==> config.mk <==
export PLATFORM = sky130hd
export DESIGN_NAME = binary_morph_window_flat
export DESIGN_NICKNAME = d
export VERILOG_FILES = /design/src/rtl/morph_pkg.sv /design/src/rtl/binary_morph_window_if.sv /design/src/rtl/morph_line_buffer.sv /design/src/rtl/binary_morph_window.sv /design/src/flat_wrapper.sv
export SDC_FILE = /design/constraint.sdc
export NUM_CORES = 2
export LEC_CHECK = 0
export ABC_AREA = 1
export CAP_MARGIN = 20
export CORE_MARGIN = 8
export CORE_UTILIZATION = 50
export DETAILED_ROUTE_END_ITERATION = 6
export GPL_TIMING_DRIVEN = 0
export PLACE_DENSITY = 0.74
export REMOVE_ABC_BUFFERS = 1
export SKIP_CTS_REPAIR_TIMING = 1
export SLEW_MARGIN = 25
export SYNTH_ARGS = -nofsm -noshare
export SYNTH_HDL_FRONTEND = slang
export SYNTH_HIERARCHICAL = 1
export SYNTH_SLANG_ARGS = --single-unit
==> constraint.sdc <==
create_clock -name clk_out -period 9.3 [get_ports clk_out]
set_input_delay 0.93 -clock clk_out [delete_from_list [all_inputs] [get_ports clk_out]]
set_output_delay 0.93 -clock clk_out [all_outputs]
set_load 0.05 [all_outputs]
==> src/rtl/morph_pkg.sv <==
// Shared types and sizing helpers for the streaming binary morphology window.
package morph_pkg;

  typedef enum logic {
    MORPH_ERODE  = 1'b0,
    MORPH_DILATE = 1'b1
  } morph_mode_e;

  typedef enum logic {
    ST_IDLE   = 1'b0,
    ST_ACTIVE = 1'b1
  } morph_state_e;

  // Counter width for a range of n values, never narrower than one bit.
  function automatic int cnt_width(input int n);
    return (n > 1) ? $clog2(n) : 1;
  endfunction

endpackage

==> src/rtl/binary_morph_window_if.sv <==
// Pixel stream bundle: binarised input stream in, filtered stream and frame markers out.
interface binary_morph_window_if;

  logic mode;
  logic in_valid;
  logic in_sof;
  logic in_pixel;
  logic out_valid;
  logic out_pixel;
  logic out_sof;
  logic out_eol;
  logic frame_done;
  logic frame_abort;

  modport master (
    output mode, in_valid, in_sof, in_pixel,
    input  out_valid, out_pixel, out_sof, out_eol, frame_done, frame_abort
  );

  modport slave (
    input  mode, in_valid, in_sof, in_pixel,
    output out_valid, out_pixel, out_sof, out_eol, frame_done, frame_abort
  );

endinterface

==> src/rtl/morph_line_buffer.sv <==
// One-line 1-bit delay on a circular RAM; the registered read is prefetched one
// enable ahead so o_dout is the sample written DEPTH enables before the current one.
module morph_line_buffer
  import morph_pkg::*;
#(
  parameter int DEPTH = 488
) (
  input  logic clk,
  input  logic rst_n,
  input  logic i_en,
  input  logic i_din,
  output logic o_dout
);

  localparam int AW = cnt_width(DEPTH);

  logic          r_mem [DEPTH];
  logic [AW-1:0] r_ptr;
  logic [AW-1:0] w_ptr_next;
  logic          r_dout;

  assign w_ptr_next = (r_ptr == AW'(DEPTH - 1)) ? '0 : r_ptr + 1'b1;
  assign o_dout     = r_dout;

  always_ff @(posedge clk) begin
    if (i_en) begin
      r_mem[r_ptr] <= i_din;
    end
  end

  // Reading the slot the next write will overwrite keeps this a simple-dual-port RAM.
  always_ff @(posedge clk or negedge rst_n) begin
    if (!rst_n) begin
      r_ptr  <= '0;
      r_dout <= 1'b0;
    end else if (i_en) begin
      r_ptr  <= w_ptr_next;
      r_dout <= r_mem[w_ptr_next];
    end
  end

endmodule

==> src/rtl/binary_morph_window.sv <==
// Streaming K x K binary erode/dilate over a raster 1-bit image, valid region only,
// with frame/row markers on the output stream.
module binary_morph_window
  import morph_pkg::*;
#(
  parameter int IMG_W = 488,
  parameter int IMG_H = 302,
  parameter int K     = 5
) (
  input  logic                  clk_out,
  input  logic                  rst_n,
  binary_morph_window_if.slave  bus
);

  localparam int CW = cnt_width(IMG_W);
  localparam int RW = cnt_width(IMG_H);

  morph_state_e   r_state;
  morph_mode_e    r_mode;
  logic [CW-1:0]  r_col;
  logic [RW-1:0]  r_row;
  logic           r_out_valid;
  logic           r_out_pixel;
  logic           r_out_sof;
  logic           r_out_eol;
  logic           r_frame_done;
  logic           r_frame_abort;

  logic           w_sof;
  logic           w_accept;
  logic [CW-1:0]  w_cur_col;
  logic [RW-1:0]  w_cur_row;
  logic           w_last_col;
  logic           w_last_row;
  logic           w_in_region;
  logic [K-1:0]   w_tap;
  logic [K-2:0]   r_win [K];
  logic [K-1:0]   w_row [K];
  logic           w_and;
  logic           w_or;

  // An SOF pixel is accepted in any state and is always position (0,0).
  assign w_sof       = bus.in_valid & bus.in_sof;
  assign w_accept    = bus.in_valid & (bus.in_sof | (r_state == ST_ACTIVE));
  assign w_cur_col   = bus.in_sof ? '0 : r_col;
  assign w_cur_row   = bus.in_sof ? '0 : r_row;
  assign w_last_col  = (w_cur_col == CW'(IMG_W - 1));
  assign w_last_row  = (w_cur_row == RW'(IMG_H - 1));
  assign w_in_region = (w_cur_row >= RW'(K - 1)) && (w_cur_col >= CW'(K - 1));

  assign w_tap[0] = bus.in_pixel;

  generate
    for (genvar g = 1; g < K; g++) begin : g_lb
      morph_line_buffer #(
        .DEPTH (IMG_W)
      ) u_lb (
        .clk    (clk_out),
        .rst_n  (rst_n),
        .i_en   (w_accept),
        .i_din  (w_tap[g-1]),
        .o_dout (w_tap[g])
      );
    end
  endgenerate

  always_comb begin
    w_and = 1'b1;
    w_or  = 1'b0;
    for (int k = 0; k < K; k++) begin
      w_row[k] = {r_win[k], w_tap[k]};
      w_and    = w_and & (&w_row[k]);
      w_or     = w_or  | (|w_row[k]);
    end
  end

  always_ff @(posedge clk_out or negedge rst_n) begin
    if (!rst_n) begin
      for (int k = 0; k < K; k++) begin
        r_win[k] <= '0;
      end
    end else if (w_accept) begin
      for (int k = 0; k < K; k++) begin
        r_win[k] <= w_row[k][K-2:0];
      end
    end
  end

  // Stale window contents after an abort are harmless: output waits for K-1 new rows.
  always_ff @(posedge clk_out or negedge rst_n) begin
    if (!rst_n) begin
      r_state       <= ST_IDLE;
      r_mode        <= MORPH_ERODE;
      r_col         <= '0;
      r_row         <= '0;
      r_out_valid   <= 1'b0;
      r_out_pixel   <= 1'b0;
      r_out_sof     <= 1'b0;
      r_out_eol     <= 1'b0;
      r_frame_done  <= 1'b0;
      r_frame_abort <= 1'b0;
    end else begin
      r_out_valid   <= 1'b0;
      r_out_pixel   <= 1'b0;
      r_out_sof     <= 1'b0;
      r_out_eol     <= 1'b0;
      r_frame_done  <= 1'b0;
      r_frame_abort <= 1'b0;
      if (w_accept) begin
        if (w_sof) begin
          r_mode        <= morph_mode_e'(bus.mode);
          r_frame_abort <= (r_state == ST_ACTIVE);
        end
        if (w_last_col && w_last_row) begin
          r_state <= ST_IDLE;
          r_col   <= '0;
          r_row   <= '0;
        end else begin
          r_state <= ST_ACTIVE;
          r_col   <= w_last_col ? '0 : w_cur_col + 1'b1;
          r_row   <= w_last_col ? w_cur_row + 1'b1 : w_cur_row;
        end
        if (w_in_region) begin
          r_out_valid  <= 1'b1;
          r_out_pixel  <= (r_mode == MORPH_DILATE) ? w_or : w_and;
          r_out_sof    <= (w_cur_row == RW'(K - 1)) && (w_cur_col == CW'(K - 1));
          r_out_eol    <= w_last_col;
          r_frame_done <= w_last_col && w_last_row;
        end
      end
    end
  end

  assign bus.out_valid   = r_out_valid;
  assign bus.out_pixel   = r_out_pixel;
  assign bus.out_sof     = r_out_sof;
  assign bus.out_eol     = r_out_eol;
  assign bus.frame_done  = r_frame_done;
  assign bus.frame_abort = r_frame_abort;

endmodule
==> src/flat_wrapper.sv <==
// flat-port wrapper written by rule: the top's interface ports become plain ports
module binary_morph_window_flat import morph_pkg::*;
#(
  parameter int IMG_W = 488,
  parameter int IMG_H = 302,
  parameter int K     = 5
)
  (clk_out, rst_n, bus_mode, bus_in_valid, bus_in_sof, bus_in_pixel, bus_out_valid, bus_out_pixel, bus_out_sof, bus_out_eol, bus_frame_done, bus_frame_abort);
  binary_morph_window_if bus_i ();
  input  logic clk_out;
  input  logic rst_n;
  input wire logic [$bits(bus_i.mode)-1:0] bus_mode;
  input wire logic [$bits(bus_i.in_valid)-1:0] bus_in_valid;
  input wire logic [$bits(bus_i.in_sof)-1:0] bus_in_sof;
  input wire logic [$bits(bus_i.in_pixel)-1:0] bus_in_pixel;
  output wire logic [$bits(bus_i.out_valid)-1:0] bus_out_valid;
  output wire logic [$bits(bus_i.out_pixel)-1:0] bus_out_pixel;
  output wire logic [$bits(bus_i.out_sof)-1:0] bus_out_sof;
  output wire logic [$bits(bus_i.out_eol)-1:0] bus_out_eol;
  output wire logic [$bits(bus_i.frame_done)-1:0] bus_frame_done;
  output wire logic [$bits(bus_i.frame_abort)-1:0] bus_frame_abort;
  assign bus_i.mode = bus_mode;
  assign bus_i.in_valid = bus_in_valid;
  assign bus_i.in_sof = bus_in_sof;
  assign bus_i.in_pixel = bus_in_pixel;
  assign bus_out_valid = bus_i.out_valid;
  assign bus_out_pixel = bus_i.out_pixel;
  assign bus_out_sof = bus_i.out_sof;
  assign bus_out_eol = bus_i.out_eol;
  assign bus_frame_done = bus_i.frame_done;
  assign bus_frame_abort = bus_i.frame_abort;
  binary_morph_window #(.IMG_W(IMG_W), .IMG_H(IMG_H), .K(K)) u_core (.clk_out(clk_out), .rst_n(rst_n), .bus(bus_i));
endmodule
# After elaboration in Yosys (flattened, before gate mapping)
# Memory sizes are Yosys's and may differ from the RTL's. A register that Yosys moved wholly into a read port is not among the register bits.
# Index checks and enable logic that the tools add are counted.
# totals
n_memories	4
ram_bits	1952
inputBits	6
ff_bits	82
output_inout_bits	6
word_cells	94
# memory_table
memory	depth	width	rd	rd_ports_with_merged_regs	write_ports	line_no	rtl
u_core.g_lb[1].u_lb.r_mem	488	1	1	1	1	morph_line_buffer.sv:17	logic r_mem [DEPTH];
u_core.g_lb[2].u_lb.r_mem	488	1	1	1	1	morph_line_buffer.sv:17	
u_core.g_lb[3].u_lb.r_mem	488	1	1	1	1	morph_line_buffer.sv:17	
u_core.g_lb[4].u_lb.r_mem	488	1	1	1	1	morph_line_buffer.sv:17	
# op_classes
reduce_logical	18
order_cmp	2
mux	26
eq_ne	8
add_sub_neg	6
n_bitwise	11
# ops
operator	count
two-way mux 9 bit	10
adder 9 x 1 -> 9 bit, second input constant	6
equality test 9 bit, second input constant	6
AND reduction 5 bit	5
OR reduction 5 bit	5
equality test 9 x 3 -> 1 bit, second input constant	2
>= comparator 9 x 3 -> 1 bit, second input constant	2
two-way mux 1 bit	16
AND 1 bit	6
bitwise OR 1 bit	5
zero test 1 bit	4
logical AND 1 bit	3
AND reduction 2 bit	1

# Depth between registers and ports, before layout
# depth
word_depth	8
ltp_mapped	20
depth_no_buf	18

# Cells and area by module
# The synthesis kept the hierarchy.
# by_module_without_submodules
module	cells_per_inst	instances	seq_area_each_um2	area_each_um2
morph_line_buffer at u_core.g_lb[1].u_lb ...	2510	3	14904.3	23719.0
morph_line_buffer at u_core.g_lb[4].u_lb	2511	1	14904.3	23820.3
binary_morph_window	356	1	1151.1	2593.7

# Least setup slack after synthesis
# No wires, ideal clock.
# synth_path
kind	flip-flop to flip-flop
start	reg u_core.g_lb[1].u_lb.r_dout, read port of u_core.g_lb[1].u_lb.r_mem
end	mem u_core.g_lb[2].u_lb.r_mem[0], data pin
required_ps	7943
arrival_time_ps	5838
period_less_slack_ps	7195
setup_slack_ps	2105
stages_incl_launch_ff	1
setup_time_ps	1357
path_buffers	0
path_cell_list	dfrtp_1
# synth_rtl
element	line_no	rtl
from (decl)	morph_line_buffer.sv:20	logic r_dout;
to (decl)	morph_line_buffer.sv:17	
# No word-level cell before the write port.

# Final worst setup path
# layout_path
start	reg u_core.g_lb[2].u_lb.r_ptr[0]
end	reg u_core.g_lb[2].u_lb.r_dout, read port of u_core.g_lb[2].u_lb.r_mem
# layout_between
elab_chain_len	2
elab_cells_between_ends	3
classes_between	add/sub: 1; eq/ne: 1; mux: 1
# layout_rtl
element	line_no	rtl
from (decl)	morph_line_buffer.sv:18	logic [AW-1:0] r_ptr;
from (signal assigned)	morph_line_buffer.sv:37	r_ptr <= w_ptr_next;
adder 9 x 1 -> 9 bit / equality test 9 bit (equally long branches)	morph_line_buffer.sv:22	assign w_ptr_next = (r_ptr == AW'(DEPTH - 1)) ? '0 : r_ptr + 1'b1;
two-way mux 9 bit *	morph_line_buffer.sv:22	
to (decl)	morph_line_buffer.sv:20	
# Mark *: on every way between the ends. The rest lies on a longest branch, timed or not.
# A chain may end at the register's enable or synchronous reset.

==> run summary <==
startpoint types: flop
DRT Pass-1 Iters: 6
register area share after synthesis: 0.623
Max IR drop VDD: 0.213 mV
Internal: 0.0186 W
std cell rows: 162
chip height: 458 um
final net count: 9996
RSZ-0062 raised after global routing: no
first-pass GRT wire length: 391000 um
Starting Density: 0.502
non-filler cells, final: 12691
mapped cell area: 97600 um2
outcome: finished clean
initial antenna violation count: 1
global route overflow: 0
routed wire length per instance: 20.2 um
Layout Skew: 0.0639 ns
R2R cell count: 20
Fmax: 224 MHz
max_cap viols: 0
latest clock arrival within the worst-skew pair: 0.88 ns
gpl congestion: 0.807
Slew @ Worst Pin: 1.20 ns
Pwr per Cell Area: 273 nW/um2
Worst-path clk slew: 0.06 ns
sequential power share: 0.385
pin count of the biggest net entering global routing: 149
CP arrival: 5.20 ns
flop2flop setup slack: 4.83 ns
Vias/cell: 5.77
CTS Buffer Depth: 3
CP dominant cell by count: nand3_1
Cells after Synth: 10397
asr flop ratio synth: 0.0422
CP max-delay cell: dfrtp_1
Inst Count DP: 12303
top-count cell post-synth: nand2_1
clk root buf: clkbuf_16
leakage: 39.4 nW
Residual DRC: 0
leading post-synthesis cells by cell area: edfxtp_1, nand2_1, nor2_1, nand3_1, inv_1
crit path max fanout: 100
worst stage delay on the critical path: 0.48 ns
CTS tree: built
final core occ: 0.554
slew margin rel.: 0.194
Distinct cells, synth: 33
WL final: 256000 um
worst reg2reg path endpoint: u_core/g_lb[2].u_lb/o_dout
chip width: 458 um
core area: 194000 um2
clock period minus final worst setup slack: 4.47 ns
Post-synth top cells: nand2_1, nor2_1, edfxtp_1
dpl hpwl: 137000 um
CP Data Required Time: 10.02 ns
PortBufs: 11
TritonCTS buffer count: 205
Comb pwr share: 0.344
Area growth, synth to finish: 10.4%
hold path startpoint: u_core/r_row[8]
reg2reg start: u_core/g_lb[2].u_lb/r_ptr[0]
fillers: 16008
Yosys reg bits: 2038
DIE AREA: 210000 um2
worst hold-check path type: reg -> reg
number of global-route vias before repair: 69369
hold depth: 2
Clock Power Share: 0.271
# IOs: 12
total track usage: 0.234
proportion of layout cells with a drive suffix above 1: 0.0557
Ys Warns: 6
Final setup viols: 0
CTS Sinks: 2038
H-tree levels: 4
Vias: 73262
net switching power: 0.0109 W
Final Hold Viols: 0
Yosys top cell by area: edfxtp_1
switching part of the total power: 0.369
Final Max Slew Viols: 0
Final period util: 0.481
ys flop type: edfxtp_1
Final ANT Viol Nets: 0
Yosys top cell area share: 0.601
Crit Path Class: reg -> reg
worst hold endpoint: u_core/r_row[8]
crit-path cells: ha_1 -> nand2_1 -> nor2_1 -> nand2_4 -> buf_16 -> nand2_8 -> buf_16 -> inv_6 -> buf_12 -> nand2_1 -> nand3_1 -> nand3_1 -> nand3_1 -> nand3_1 -> nand3_1 -> nand3_1 -> nand3_1 -> nand2_1 -> nand2_1 -> nand3_1
critical path endpoint category: flop
1st-iter DRT viols: 9689
synthesized area per cell: 9.38 um2
number of synthesized flops with an enable pin: 1952
## worst max-delay path by stage
stage / slack [ns] / from / cells after the start / endpoint
final: 4.83 / u_core/g_lb[2].u_lb/r_ptr[0] / 20 / u_core/g_lb[2].u_lb/o_dout
after global routing: 4.63 / u_core/g_lb[1].u_lb/r_ptr[0] / 19 / u_core/g_lb[1].u_lb/o_dout
after CTS: 4.97 / u_core/g_lb[2].u_lb/r_ptr[0] / 20 / u_core/g_lb[2].u_lb/o_dout
after detailed placement: 4.62 / bus_in_sof / 10 / u_core/g_lb[2].u_lb/r_mem[130]
after global placement: -4.74 / u_core/g_lb[3].u_lb/r_ptr[0] / 13 / u_core/g_lb[3].u_lb/o_dout
after floorplan: 2.10 / u_core/g_lb[1].u_lb/o_dout / 0 / u_core/g_lb[2].u_lb/r_mem[0]
## area by class of cell
cell class              count  area, um2  area share
flip-flops and latches   2038      60800       0.564
multi-input cells        6686      30300       0.282
clock buffers             284       5550      0.0515
repair buffers            151       3540      0.0328
inverters                 887       3410      0.0317
well taps                2542       3180      0.0295
clock inverters           102        946     0.00878
diodes                      1       2.50   0.0000232
## routing by layer
metal	wire length [um]	vias to the layer above	part of all wire	global-route usage
met5	0	-	0	0
met4	10600	0	0.041	0.0968
met3	26800	784	0.10	0.0373
met2	123000	3885	0.48	0.391
met1	96300	35095	0.38	0.306
li1	-	33498	-	-
## cells in the final DEF, fill, tap and decap left out, drive strengths merged
master,synthesis,layout
o211ai,181,181
clkinv,1,80
dfrtp,86,86
bufinv,0,11
nand3,1513,1513
o21ai,120,120
inv,886,893
nand3b,422,422
a22o,1,1
xor2,6,6
nor3,18,18
diode,0,1
clkdlybuf4s50,0,9
edfxtp,1952,1952
dlygate4sd3,0,1
nand2,2228,2228
a21oi,40,40
ha,21,21
nand4,11,11
o22ai,2,2
nor2,2123,2123
clkinvlp,0,5
clkbuf,491,284
buf,295,141
## state kept, by name, summed over array words and instances (netlist names)
register                 flops
u_core/bus.out_sof           1
u_core/bus.frame_abort       1
u_core/r_row                 9
u_core/bus.out_eol           1
u_core/g_lb.u_lb/r_mem    1952
u_core/bus.out_valid         1
u_core/r_mode                1
u_core/bus.frame_done        1
u_core/r_win                20
u_core/g_lb.u_lb/r_ptr      36
u_core/bus.out_pixel         1
u_core/r_state               1
u_core/g_lb.u_lb/o_dout      4
u_core/r_col                 9
## power by group through the flow
stage | combinational, W | sequential, W | clock, W
floorplan | 0.00520 | 0.0124 | 0
global placement | 0.00829 | 0.0130 | 0
detailed placement | 0.00989 | 0.0115 | 0
CTS | 0.00995 | 0.0113 | 0.00809
global route | 0.0108 | 0.0113 | 0.00846
finish | 0.0101 | 0.0113 | 0.00798
## logic make-up after synthesis
family,after synthesis,share of synthesized area
compound gates,344,0.0224
simple gates,6315,0.280
flops,2038,0.623
buf+inv,1673,0.0714
xor+xnor,6,0.000539
fa+ha+maj,21,0.00269
## worst max-delay path, delay by kind of cell, from the launching register on
kind	cells	cell delay [ns]
and+or+nand+nor	15	2.03
DFF	1	0.48
adders and majority gates	1	0.30
buffers and inverters	4	1.36
## through the flow
| stage | TNS (ns) | cell area (um2) | power [W] | setup WS, ns | hold WS, ns |
|---|---|---|---|---|---|
| finish | 0 | 108000 | 0.0295 | 4.83 | 0.486 |
| global route | 0 | 108000 | 0.0306 | 4.63 | 0.520 |
| CTS | 0 | 108000 | 0.0294 | 4.97 | -0.0472 |
| detailed placement | 0 | 101000 | 0.0214 | 4.62 | 0.471 |
| global placement | -4531.14 | 97200 | 0.0213 | -4.74 | 0.469 |
| floorplan | 0 | 93900 | 0.0176 | 2.10 | 0.449 |
No activity file was read; power rests on OpenSTA's default activity.
